**src/rtl/alu_exec_pipe.sv**
```systemverilog
// Two-stage execute ALU: S1 latches opcode/operands, S2 latches result and flags, valid/ready on both sides.
// Optional signed-overflow flag and the ovf port are built only when ALU_OVF_EN is defined.
module alu_exec_pipe #(
  parameter int WIDTH = 32
) (
  input  logic             clk,
  input  logic             rst,
  input  logic             in_valid,
  output logic             in_ready,
  input  logic [2:0]       opcode,
  input  logic [WIDTH-1:0] src_a,
  input  logic [WIDTH-1:0] src_b,
  output logic             out_valid,
  input  logic             out_ready,
  output logic [WIDTH-1:0] result,
  output logic             zero
`ifdef ALU_OVF_EN
  ,
  output logic             ovf
`endif
);

  function automatic logic [WIDTH-1:0] alu_op(input logic [2:0] op,
                                               input logic [WIDTH-1:0] a,
                                               input logic [WIDTH-1:0] b);
    logic signed [WIDTH-1:0] sa;
    logic signed [WIDTH-1:0] sb;
    sa = a;
    sb = b;
    case (op)
      3'b000:  alu_op = a + b;
      3'b001:  alu_op = a - b;
      3'b010:  alu_op = a & b;
      3'b011:  alu_op = a | b;
      3'b100:  alu_op = {{(WIDTH-1){1'b0}}, (sa < sb)};
      3'b101:  alu_op = {{(WIDTH-1){1'b0}}, (a < b)};
      3'b110:  alu_op = a ^ b;
      3'b111:  alu_op = ~(a | b);
      default: alu_op = '0;
    endcase
  endfunction

`ifdef ALU_OVF_EN
  function automatic logic ovf_calc(input logic [2:0] op,
                                    input logic [WIDTH-1:0] a,
                                    input logic [WIDTH-1:0] b,
                                    input logic [WIDTH-1:0] r);
    case (op)
      3'b000:  ovf_calc = (a[WIDTH-1] == b[WIDTH-1]) && (r[WIDTH-1] != a[WIDTH-1]);
      3'b001:  ovf_calc = (a[WIDTH-1] != b[WIDTH-1]) && (r[WIDTH-1] != a[WIDTH-1]);
      default: ovf_calc = 1'b0;
    endcase
  endfunction
`endif

  logic             vld_p1;
  logic [2:0]       opcode_p1;
  logic [WIDTH-1:0] a_p1;
  logic [WIDTH-1:0] b_p1;
  logic [WIDTH-1:0] alu_p1;
  logic             vld_p2;
  logic [WIDTH-1:0] result_p2;
  logic             zero_p2;
  logic             adv1;
  logic             adv2;

  // Each stage advances when it is empty or its successor moves, so a full pipe drains and refills in one cycle.
  assign adv2     = !vld_p2 || out_ready;
  assign adv1     = !vld_p1 || adv2;
  assign in_ready = adv1;

  // ---- S1: operand capture ----
  always_ff @(posedge clk or posedge rst) begin
    if (rst) begin
      vld_p1    <= 1'b0;
      opcode_p1 <= '0;
      a_p1      <= '0;
      b_p1      <= '0;
    end else if (adv1) begin
      vld_p1 <= in_valid;
      if (in_valid) begin
        opcode_p1 <= opcode;
        a_p1      <= src_a;
        b_p1      <= src_b;
      end
    end
  end

  assign alu_p1 = alu_op(opcode_p1, a_p1, b_p1);

`ifdef ALU_OVF_EN
  logic ovf_p2;

  always_ff @(posedge clk or posedge rst) begin
    if (rst) begin
      ovf_p2 <= 1'b0;
    end else if (adv2 && vld_p1) begin
      ovf_p2 <= ovf_calc(opcode_p1, a_p1, b_p1, alu_p1);
    end
  end

  assign ovf = ovf_p2;
`endif

  // ---- S2: result and flags ----
  always_ff @(posedge clk or posedge rst) begin
    if (rst) begin
      vld_p2    <= 1'b0;
      result_p2 <= '0;
      zero_p2   <= 1'b0;
    end else if (adv2) begin
      vld_p2 <= vld_p1;
      if (vld_p1) begin
        result_p2 <= alu_p1;
        zero_p2   <= (alu_p1 == '0);
      end
    end
  end

  assign out_valid = vld_p2;
  assign result    = result_p2;
  assign zero      = zero_p2;

endmodule

```
**config.mk**
```make
export PLATFORM = sky130hd
export DESIGN_NAME = alu_exec_pipe
export DESIGN_NICKNAME = d
export VERILOG_FILES = /design/src/rtl/alu_exec_pipe.sv
export SDC_FILE = /design/constraint.sdc
export NUM_CORES = 1
export LEC_CHECK = 0
export ABC_AREA = 1
export CAP_MARGIN = 15
export CORE_MARGIN = 8
export CORE_UTILIZATION = 50
export CTS_CLUSTER_SIZE = 25
export DETAILED_ROUTE_END_ITERATION = 8
export PLACE_DENSITY_LB_ADDON = 0.08
export SETUP_SLACK_MARGIN = 0.5
export SYNTH_ARGS = -nofsm -noshare
export SYNTH_HDL_FRONTEND = slang
export SYNTH_SLANG_ARGS = --single-unit
```
**constraint.sdc**
```tcl
create_clock -name clk -period 10.57 [get_ports clk]
set_clock_uncertainty 0.2 [all_clocks]
set_input_delay 2.114 -clock clk [delete_from_list [all_inputs] [get_ports clk]]
set_output_delay 2.114 -clock clk [all_outputs]
set_load 0.05 [all_outputs]
```
==> results of run 1 <==
## synth_stat cells, drive strengths merged
cell type  instances  share of area (%)
xor2               3               0.24
o21bai             6               0.41
o21ai             38                1.7
a41oi              1              0.080
dfrtp            102                 23
a21o               1              0.069
a211oi             5               0.34
nand3            131                6.4
nor2             194                8.1
a22oi              1              0.069
xnor2              1              0.080
o22ai             29                1.7
o2111ai            2               0.16
and2               8               0.46
ha                96                 11
a21oi            127                5.9
clkinv             1              0.034
a31oi              1              0.057
nand2            558                 20
nand4             27                1.5
inv              323                 11
a221oi            20                1.6
clkbuf            24               0.82
nor3              17                1.2
buf               42                3.1
fa                 2               0.37
## registers in the layout, summed over array words and instances, names as in the netlist
name	count
opcode_p1	3
out_valid	1
zero	1
vld_p1	1
result	32
a_p1	32
b_p1	32
## cell type report
cell class	instances	area share, %
multi-input cells	1268	55.1
well taps	280	2.86
flip-flops and latches	102	20.8
repair buffers	112	9.00
inverters	324	9.96
clock inverters	7	0.459
clock buffers	9	1.84
## through the flow
stage | power (µW) | utilization (%) | cells | cell area, µm²
after global routing | 2650 | 56.7 | 2102 | 12300
after CTS | 2460 | 56.7 | 2102 | 12300
final | 2470 | 56.7 | 2102 | 12300
after detailed placement | 2120 | 55.4 | 2086 | 12000
after global placement | 2100 | 55.4 | 2086 | 12000
after floorplan | 1680 | - | 1760 | 10900
## how the worst max path moves through the flow
stage          startpoint       end  slack, ns
3_5_place_dp    out_ready  in_ready       4.65
3_3_place_gp    out_ready  in_ready       4.66
5_1_grt         out_ready  in_ready       4.61
2_1_floorplan         rst   a_p1[0]       5.58
4_1_cts         out_ready  in_ready       4.65
6_report        out_ready  in_ready       4.66
## placed cells by master, fill, tap and decap left out, types with 27 or more instances in the layout
| master | synthesis | layout |
|---|---|---|
| nand3_1 | 123 | 123 |
| dfrtp_1 | 102 | 102 |
| nor2_1 | 157 | 157 |
| clkdlybuf4s50_1 | 0 | 105 |
| nand2_1 | 526 | 525 |
| inv_1 | 279 | 278 |
| ha_1 | 96 | 96 |
| a21oi_1 | 124 | 124 |
| o21ai_0 | 31 | 31 |
| nand2_2 | 27 | 27 |
| o22ai_1 | 29 | 29 |
| inv_2 | 43 | 43 |
| nand4_1 | 27 | 27 |
## cell families after synthesis
| kind of cell | synth area share, % |
|---|---|
| compound gates | 12.1 |
| xor+xnor | 0.321 |
| flops | 23.3 |
| simple gates | 37.8 |
| buf+inv | 15.0 |
| fa+ha+maj | 11.4 |
## layer usage
layer / share of wire, % / vias up
li1: - / 5603
met1: 46 / 5116
met2: 42 / 423
met3: 9.0 / 56
met4: 3.0 / 4
met5: 0.065 / -
## worst max-delay path: cells and delay by family
kind                   cells  cell delay, ns
buffers and inverters      3            1.33
AND/OR/NAND/NOR            1            0.14
## report_power, final
group | switching, µW | total [µW] | internal, µW
clock | 170 | 334 | 164
combinational | 1120 | 1600 | 479
sequential | 55.6 | 537 | 481
total | 1350 | 2470 | 1120
==> out/summary.txt, run 1 <==
status: finished, final reports clean
endpoints failing setup: 0
crit path DAT: 3.60 ns
fill count: 2264
Worst-path clk slew: 0.07 ns
post-CTS setup buffer count: 0
DR WL/cell: 17.5 µm
Rows: 54
vias in the first global route: 10466
Worst R2R Path Depth: 15
Root Buffer: clkbuf_16
met1 Use GR: 38.6%
Final period util: 55.9%
die area: 26900 µm²
gpl congestion: 0.965
share of cells above drive strength 1: 8.73%
hold depth: 2
CP required: 8.26 ns
post-CTS resize count: 0
grt total ovfl: 0
nets: 1986
Num CTS Buffers: 9
P&R area growth vs syn: 12.1%
Least-Margin Pin Slew: 0.849 ns
CTS tree: done
Vias: 11202
Seq/Total Area, Yosys: 23.3%
Global Route Usage Sum: 27.5%
Hold Path Sink: result[21]
largest net degree at the start of global routing: 95
Achievable Freq: 0.169 GHz
worst-path fanout max: 3
DRT iter0 DRCs: 880
register bit total from synthesis: 102
cells after synthesis: 1760
Cell Area, Synth: 10900 µm²
Max stage delay on crit path: 0.83 ns
Max rail drop VDD: 0.116 mV
met3 Resource Use GR: 4.91%
Slowest-stage cell, CP: clkdlybuf4s50_1
Initial Util: 50.6%
Max Slew Vio Count: 0
Ys Warns: 0
DP Worst Slack: 4.65 ns
core area: 21600 µm²
DR DRC count: 0
Hold Vio Cnt, Final: 0
crit end category: primary output
worst-case clock buffer depth: 2
Fin Setup TNS: 0 ns
minimum hold slack: 0.278 ns
Sequential cell area: 2550 µm²
Detailed Routing Iterations Pass 1: 6
Ports: 106
critical path type: in2out
most frequent CP cell: clkdlybuf4s50_1
clk_lat worst skew: 0.37 ns
Cell Pwr Density: 202 nW/µm²
min Tclk post-route: 5.91 ns
Final WS setup: 4.66 ns
initial antenna violation count: 2
hold_buf cts: 0
Unique masters post-synth: 39
Max-cap violations: 0
Avg Cell Area, Syn: 6.21 µm²
Post-Route WL: 36700 µm
hold_sp: result[21]
dpl hpwl: 30300 µm
Port Buffers: 105
reg-to-reg startpoint: a_p1[0]
Hold Crit Class: reg2reg
htree depth: 3
first-pass GRT wire length: 56900 µm
ant diodes: 0
Post-Syn Nets: 1929
Die Y: 164 µm
multi-input logic area: 6750 µm²
startpoint types: input pin
P_leak: 0.00665 µW
busiest grt layer: met2
worst-path cell chain: clkdlybuf4s50_1 -> inv_1 -> nand3_1 -> clkdlybuf4s50_1
met2 usage: 41.8%
clock tree sinks: 102
FF-to-FF setup slack: 7.12 ns
Critical R2R Capture: zero
relative slew slack: 43.4%
Routed Antenna Nets: 0
RSZ-0062 raised after global routing: no
Die W: 164 µm
DR vias/cell: 5.33
Note: power is estimated with default switching activity, not from simulation.
==> inputs of run 2 (changes only) <==
==> constraint.sdc (replaced) <==
create_clock -name clk -period 6 [get_ports clk]
set_clock_uncertainty 0.2 [all_clocks]
set_input_delay 1.2 -clock clk [delete_from_list [all_inputs] [get_ports clk]]
set_output_delay 1.2 -clock clk [all_outputs]
set_load 0.05 [all_outputs]
==> run 2 against run 1 <==
Against the previous run: hold slack improved by 0.0026 ns; wire length rose by 0.27%; non-clock buffer count did not move; core utilization fell by 0.058 points; highest routed layer is now met4.
==> out/summary.txt, run 2 (synthesis gave the netlist of run 1 again) <==
crit path from: out_ready
Fin Setup TNS: 0 ns
DP Worst Slack: 1.91 ns
clk_lat worst skew: 0.36 ns
Worst-path clk slew: 0.07 ns
DR vias/cell: 5.35
first-pass GRT wire length: 57100 µm
crit end category: primary output
Hold Path Sink: result[14]
critical path type: in2out
Slowest-stage cell, CP: clkdlybuf4s50_1
Hold Vio Cnt, Final: 0
Max rail drop VDD: 0.198 mV
Critical R2R Capture: zero
grt total ovfl: 0
post-CTS setup buffer count: 0
hold depth: 2
Die W: 164 µm
FF-to-FF setup slack: 2.65 ns
most frequent cells in the layout: 525 x nand2_1, 278 x inv_1, 157 x nor2_1
Post-Route WL: 36800 µm
P&R area growth vs syn: 12.0%
reg-to-reg startpoint: a_p1[0]
largest net degree at the start of global routing: 78
Vias: 11251
worst-path fanout max: 3
Final WS setup: 1.91 ns
Final period util: 68.1%
nets: 1986
Global Route Usage Sum: 27.6%
relative slew slack: 43.3%
worst-case clock buffer depth: 2
Port Buffers: 105
Ports: 106
Routed Antenna Nets: 0
CP required: 4.60 ns
Detailed Routing Iterations Pass 1: 6
worst-path cell chain: clkdlybuf4s50_1 -> inv_1 -> nand3_1 -> clkdlybuf4s50_1
Worst R2R Path Depth: 15
DR WL/cell: 17.5 µm
Cell Pwr Density: 353 nW/µm²
Least-Margin Pin Slew: 0.849 ns
share of cells above drive strength 1: 8.62%
crit path DAT: 2.69 ns
status: finished, final reports clean
RSZ-0062 raised after global routing: no
die area: 26900 µm²
DRT iter0 DRCs: 1225
most frequent CP cell: clkdlybuf4s50_1
Achievable Freq: 0.245 GHz
hold_buf cts: 0
core area: 21600 µm²
Max Slew Vio Count: 0
Initial Util: 50.6%
most common cell after layout, fill and taps aside: nand2_1
Hold Crit Class: reg2reg
min Tclk post-route: 4.09 ns
post-CTS resize count: 0
P_leak: 0.00663 µW
initial antenna violation count: 1
Num CTS Buffers: 9
Max-cap violations: 0
Rows: 54
Root Buffer: clkbuf_16
startpoint types: input pin
clock tree sinks: 102
vias in the first global route: 10379
DR DRC count: 0
gpl congestion: 1.01
Die Y: 164 µm
CTS tree: done
total power: 4330 µW
endpoints failing setup: 0
ant diodes: 0
htree depth: 3
hold_sp: result[14]
Max stage delay on crit path: 0.84 ns
dpl hpwl: 30100 µm
[run 2: cell count changes in the layout (fill, tap and decap cells not counted)]
cell	change
clkinvlp_4	+3
clkinv_2	-1
clkbuf_1	+2
inv_6	-2
inv_8	-1
clkinv_4	-1
[run 2: through the flow]
step                      hold WS [ns]  instances  area (µm²)  utilization (%)
after CTS                        0.285       2102       12200             56.6
after global routing             0.313       2102       12200             56.6
after detailed placement         0.266       2086       12000             55.4
after floorplan                  0.328       1760       10900                -
final                            0.281       2102       12200             56.6
after global placement           0.263       2086       12000             55.4
[run 2: area by class of cell]
| cell class | instances | area (µm²) |
|---|---|---|
| fillers | 2217 | 9380 |
| multi-input cells | 1268 | 6750 |
| flip-flops and latches | 102 | 2550 |
| inverters | 324 | 1220 |
| repair buffers | 112 | 1100 |
| well taps | 280 | 350 |
| clock buffers | 11 | 233 |
| clock inverters | 5 | 36.3 |
[run 2: critical path, delay by kind of cell]
family,cells,cell delay (ns)
buffers and inverters,3,1.35
and+or+nand+nor,1,0.14
[run 2: per-layer routing]
| metal | share of wire, % | track usage, % | up-vias |
|---|---|---|---|
| li1 | - | - | 5604 |
| met4 | 1.9 | 6.40 | 0 |
| met3 | 8.6 | 3.08 | 36 |
| met2 | 42 | 41.8 | 453 |
| met1 | 47 | 40.9 | 5158 |
| met5 | 0 | 0 | - |
[run 2: worst max-delay path by stage]
stage	cells past startpoint	slack [ns]	endpoint
6_report	4	1.91	in_ready
5_1_grt	4	1.86	in_ready
4_1_cts	4	1.90	in_ready
3_5_place_dp	4	1.91	in_ready
3_3_place_gp	4	1.91	in_ready
2_1_floorplan	1	1.92	a_p1[0]
[run 2: power by group]
part | internal [µW] | switching [µW] | total [µW] | leakage, µW
clock network | 283 | 288 | 571 | 0.000122
registers | 848 | 101 | 948 | 0.00119
logic | 843 | 1970 | 2810 | 0.00532
total | 1970 | 2360 | 4330 | 0.00663
==> inputs of run 3 (changes only) <==
==> constraint.sdc (replaced) <==
create_clock -name clk -period 4.2 [get_ports clk]
set_clock_uncertainty 0.2 [all_clocks]
set_input_delay 0.84 -clock clk [delete_from_list [all_inputs] [get_ports clk]]
set_output_delay 0.84 -clock clk [all_outputs]
set_load 0.05 [all_outputs]
==> run 3 against run 2 <==
Against the previous run: via count grew 0.13%; sequential cell count is the same; highest routed layer unchanged; critical path depth is the same; core utilization grew 0.51 points; sequential share of layout area shrank 0.19 points; total power grew 46%; wire length grew 0.66%; count of clock-buffer cells in the layout is the same; largest power group unchanged.
==> out/summary.txt, run 3 (synthesis gave the netlist of run 1 again) <==
status: finished, final reports clean
clk_lat worst skew: 0.37 ns
Worst R2R Path Depth: 18
core area: 21600 µm²
share of cells above drive strength 1: 8.97%
Worst Setup EP: in_ready
Logic pwr share: 64.2%
minimum hold slack: 0.278 ns
Hold Vio Cnt, Final: 0
worst-path fanout max: 3
Max stage delay on crit path: 0.84 ns
gpl congestion: 0.995
RSZ-0062 raised after global routing: no
FF-to-FF setup slack: 0.94 ns
Max Slew Vio Count: 0
crit path from: out_ready
reg-to-reg startpoint: b_p1[8]
crit end category: primary output
Cell Pwr Density: 511 nW/µm²
endpoints failing setup: 0
die area: 26900 µm²
Seq pwr share: 21.4%
most frequent cells in the layout: 525 x nand2_1, 278 x inv_1, 157 x nor2_1
Max rail drop VDD: 0.248 mV
clock share of power: 14.4%
fill count: 2233
Fin Setup TNS: 0 ns
post-CTS setup buffer count: 0
htree depth: 3
DRT iter0 DRCs: 1185
Detailed Routing Iterations Pass 1: 6
post-CTS resize count: 0
min Tclk post-route: 3.38 ns
Num CTS Buffers: 9
worst-case clock buffer depth: 2
Rows: 54
most frequent CP cell: clkdlybuf4s50_1
CP required: 3.16 ns
CTS tree: done
Critical R2R Capture: zero
total power: 6310 µW
Routed Antenna Nets: 0
Largest delay share family, worst path: buffers and inverters
Achievable Freq: 0.296 GHz
internal power: 2910 µW
most common cell after layout, fill and taps aside: nand2_1
Root Buffer: clkbuf_16
Die Y: 164 µm
Psw: 3390 µW
Slowest-stage cell, CP: clkdlybuf4s50_1
worst-path cell chain: clkdlybuf4s50_1 -> inv_1 -> nand3_1 -> clkdlybuf4s50_1
grt total ovfl: 0
Post-Route WL: 37100 µm
P&R area growth vs syn: 13.0%
initial antenna violation count: 0
dpl hpwl: 30300 µm
crit path DAT: 2.34 ns
clock tree sinks: 102
Global Route Usage Sum: 27.6%
vias in the first global route: 10399
ant diodes: 0
critical path type: in2out
Vias: 11266
Ports: 106
Hold Crit Class: reg2reg
DR WL/cell: 17.6 µm
Max-cap violations: 0
DR vias/cell: 5.34
relative slew slack: 41.3%
Worst-path clk slew: 0.07 ns
Die W: 164 µm
Initial Util: 50.6%
Crit path buffers/inverters: 3
first-pass GRT wire length: 57400 µm
hold_buf cts: 0
Final period util: 80.4%
sw frac: 53.8%
startpoint types: input pin
largest net degree at the start of global routing: 103
nets: 1992
Crit path depth: 4
Least-Margin Pin Slew: 0.881 ns
Port Buffers: 105
P_leak: 0.00669 µW
DR DRC count: 0
run 3: worst min-delay path by stage:
stage,from,end,slack [ns],depth (start not counted)
floorplan,b_p1[10],b_p1[10],0.33,2
global placement,result[14],result[14],0.26,2
detailed placement,result[25],result[25],0.27,2
CTS,result[25],result[25],0.28,2
global route,result[17],result[17],0.30,2
finish,result[3],result[3],0.28,2
run 3: worst min-delay path: cells and delay by family, from the launching register on:
kind	cells	cell delay (ns)
flip-flops	1	0.34
AND/OR/NAND/NOR	2	0.10
run 3: area by class of cell:
type                    instances  area (µm²)  share of cell area, %
clock buffers                  11         243                   1.96
clock inverters                 5        65.1                  0.527
inverters                     324        1220                   9.89
multi-input cells            1268        6750                   54.6
flip-flops and latches        102        2550                   20.7
well taps                     280         350                   2.84
repair buffers                118        1170                   9.50
run 3: power by group through the flow:
stage	sequential (µW)	clock (µW)	combinational, µW
finish	1350	908	4050
global route	1380	961	4400
CTS	1360	931	3980
detailed placement	1370	0	3970
global placement	1360	0	3940
floorplan	1830	0	2390
run 3: metrics by stage:
stage          worst slack [ns]  area (µm²)  utilization (%)  instances
3_3_place_gp              0.846       12000             55.7       2092
2_1_floorplan              1.52       10900                -       1760
4_1_cts                   0.811       12400             57.1       2108
6_report                  0.823       12400             57.1       2108
3_5_place_dp              0.824       12000             55.7       2092
5_1_grt                   0.744       12400             57.1       2108
run 3: layer usage:
| metal | track usage, % | vias up | part of all wire, % |
|---|---|---|---|
| met5 | 0 | - | 0 |
| met4 | 6.45 | 0 | 1.9 |
| met3 | 4.06 | 39 | 8.9 |
| li1 | - | 5628 | - |
| met1 | 40.3 | 5137 | 47 |
| met2 | 41.9 | 462 | 42 |
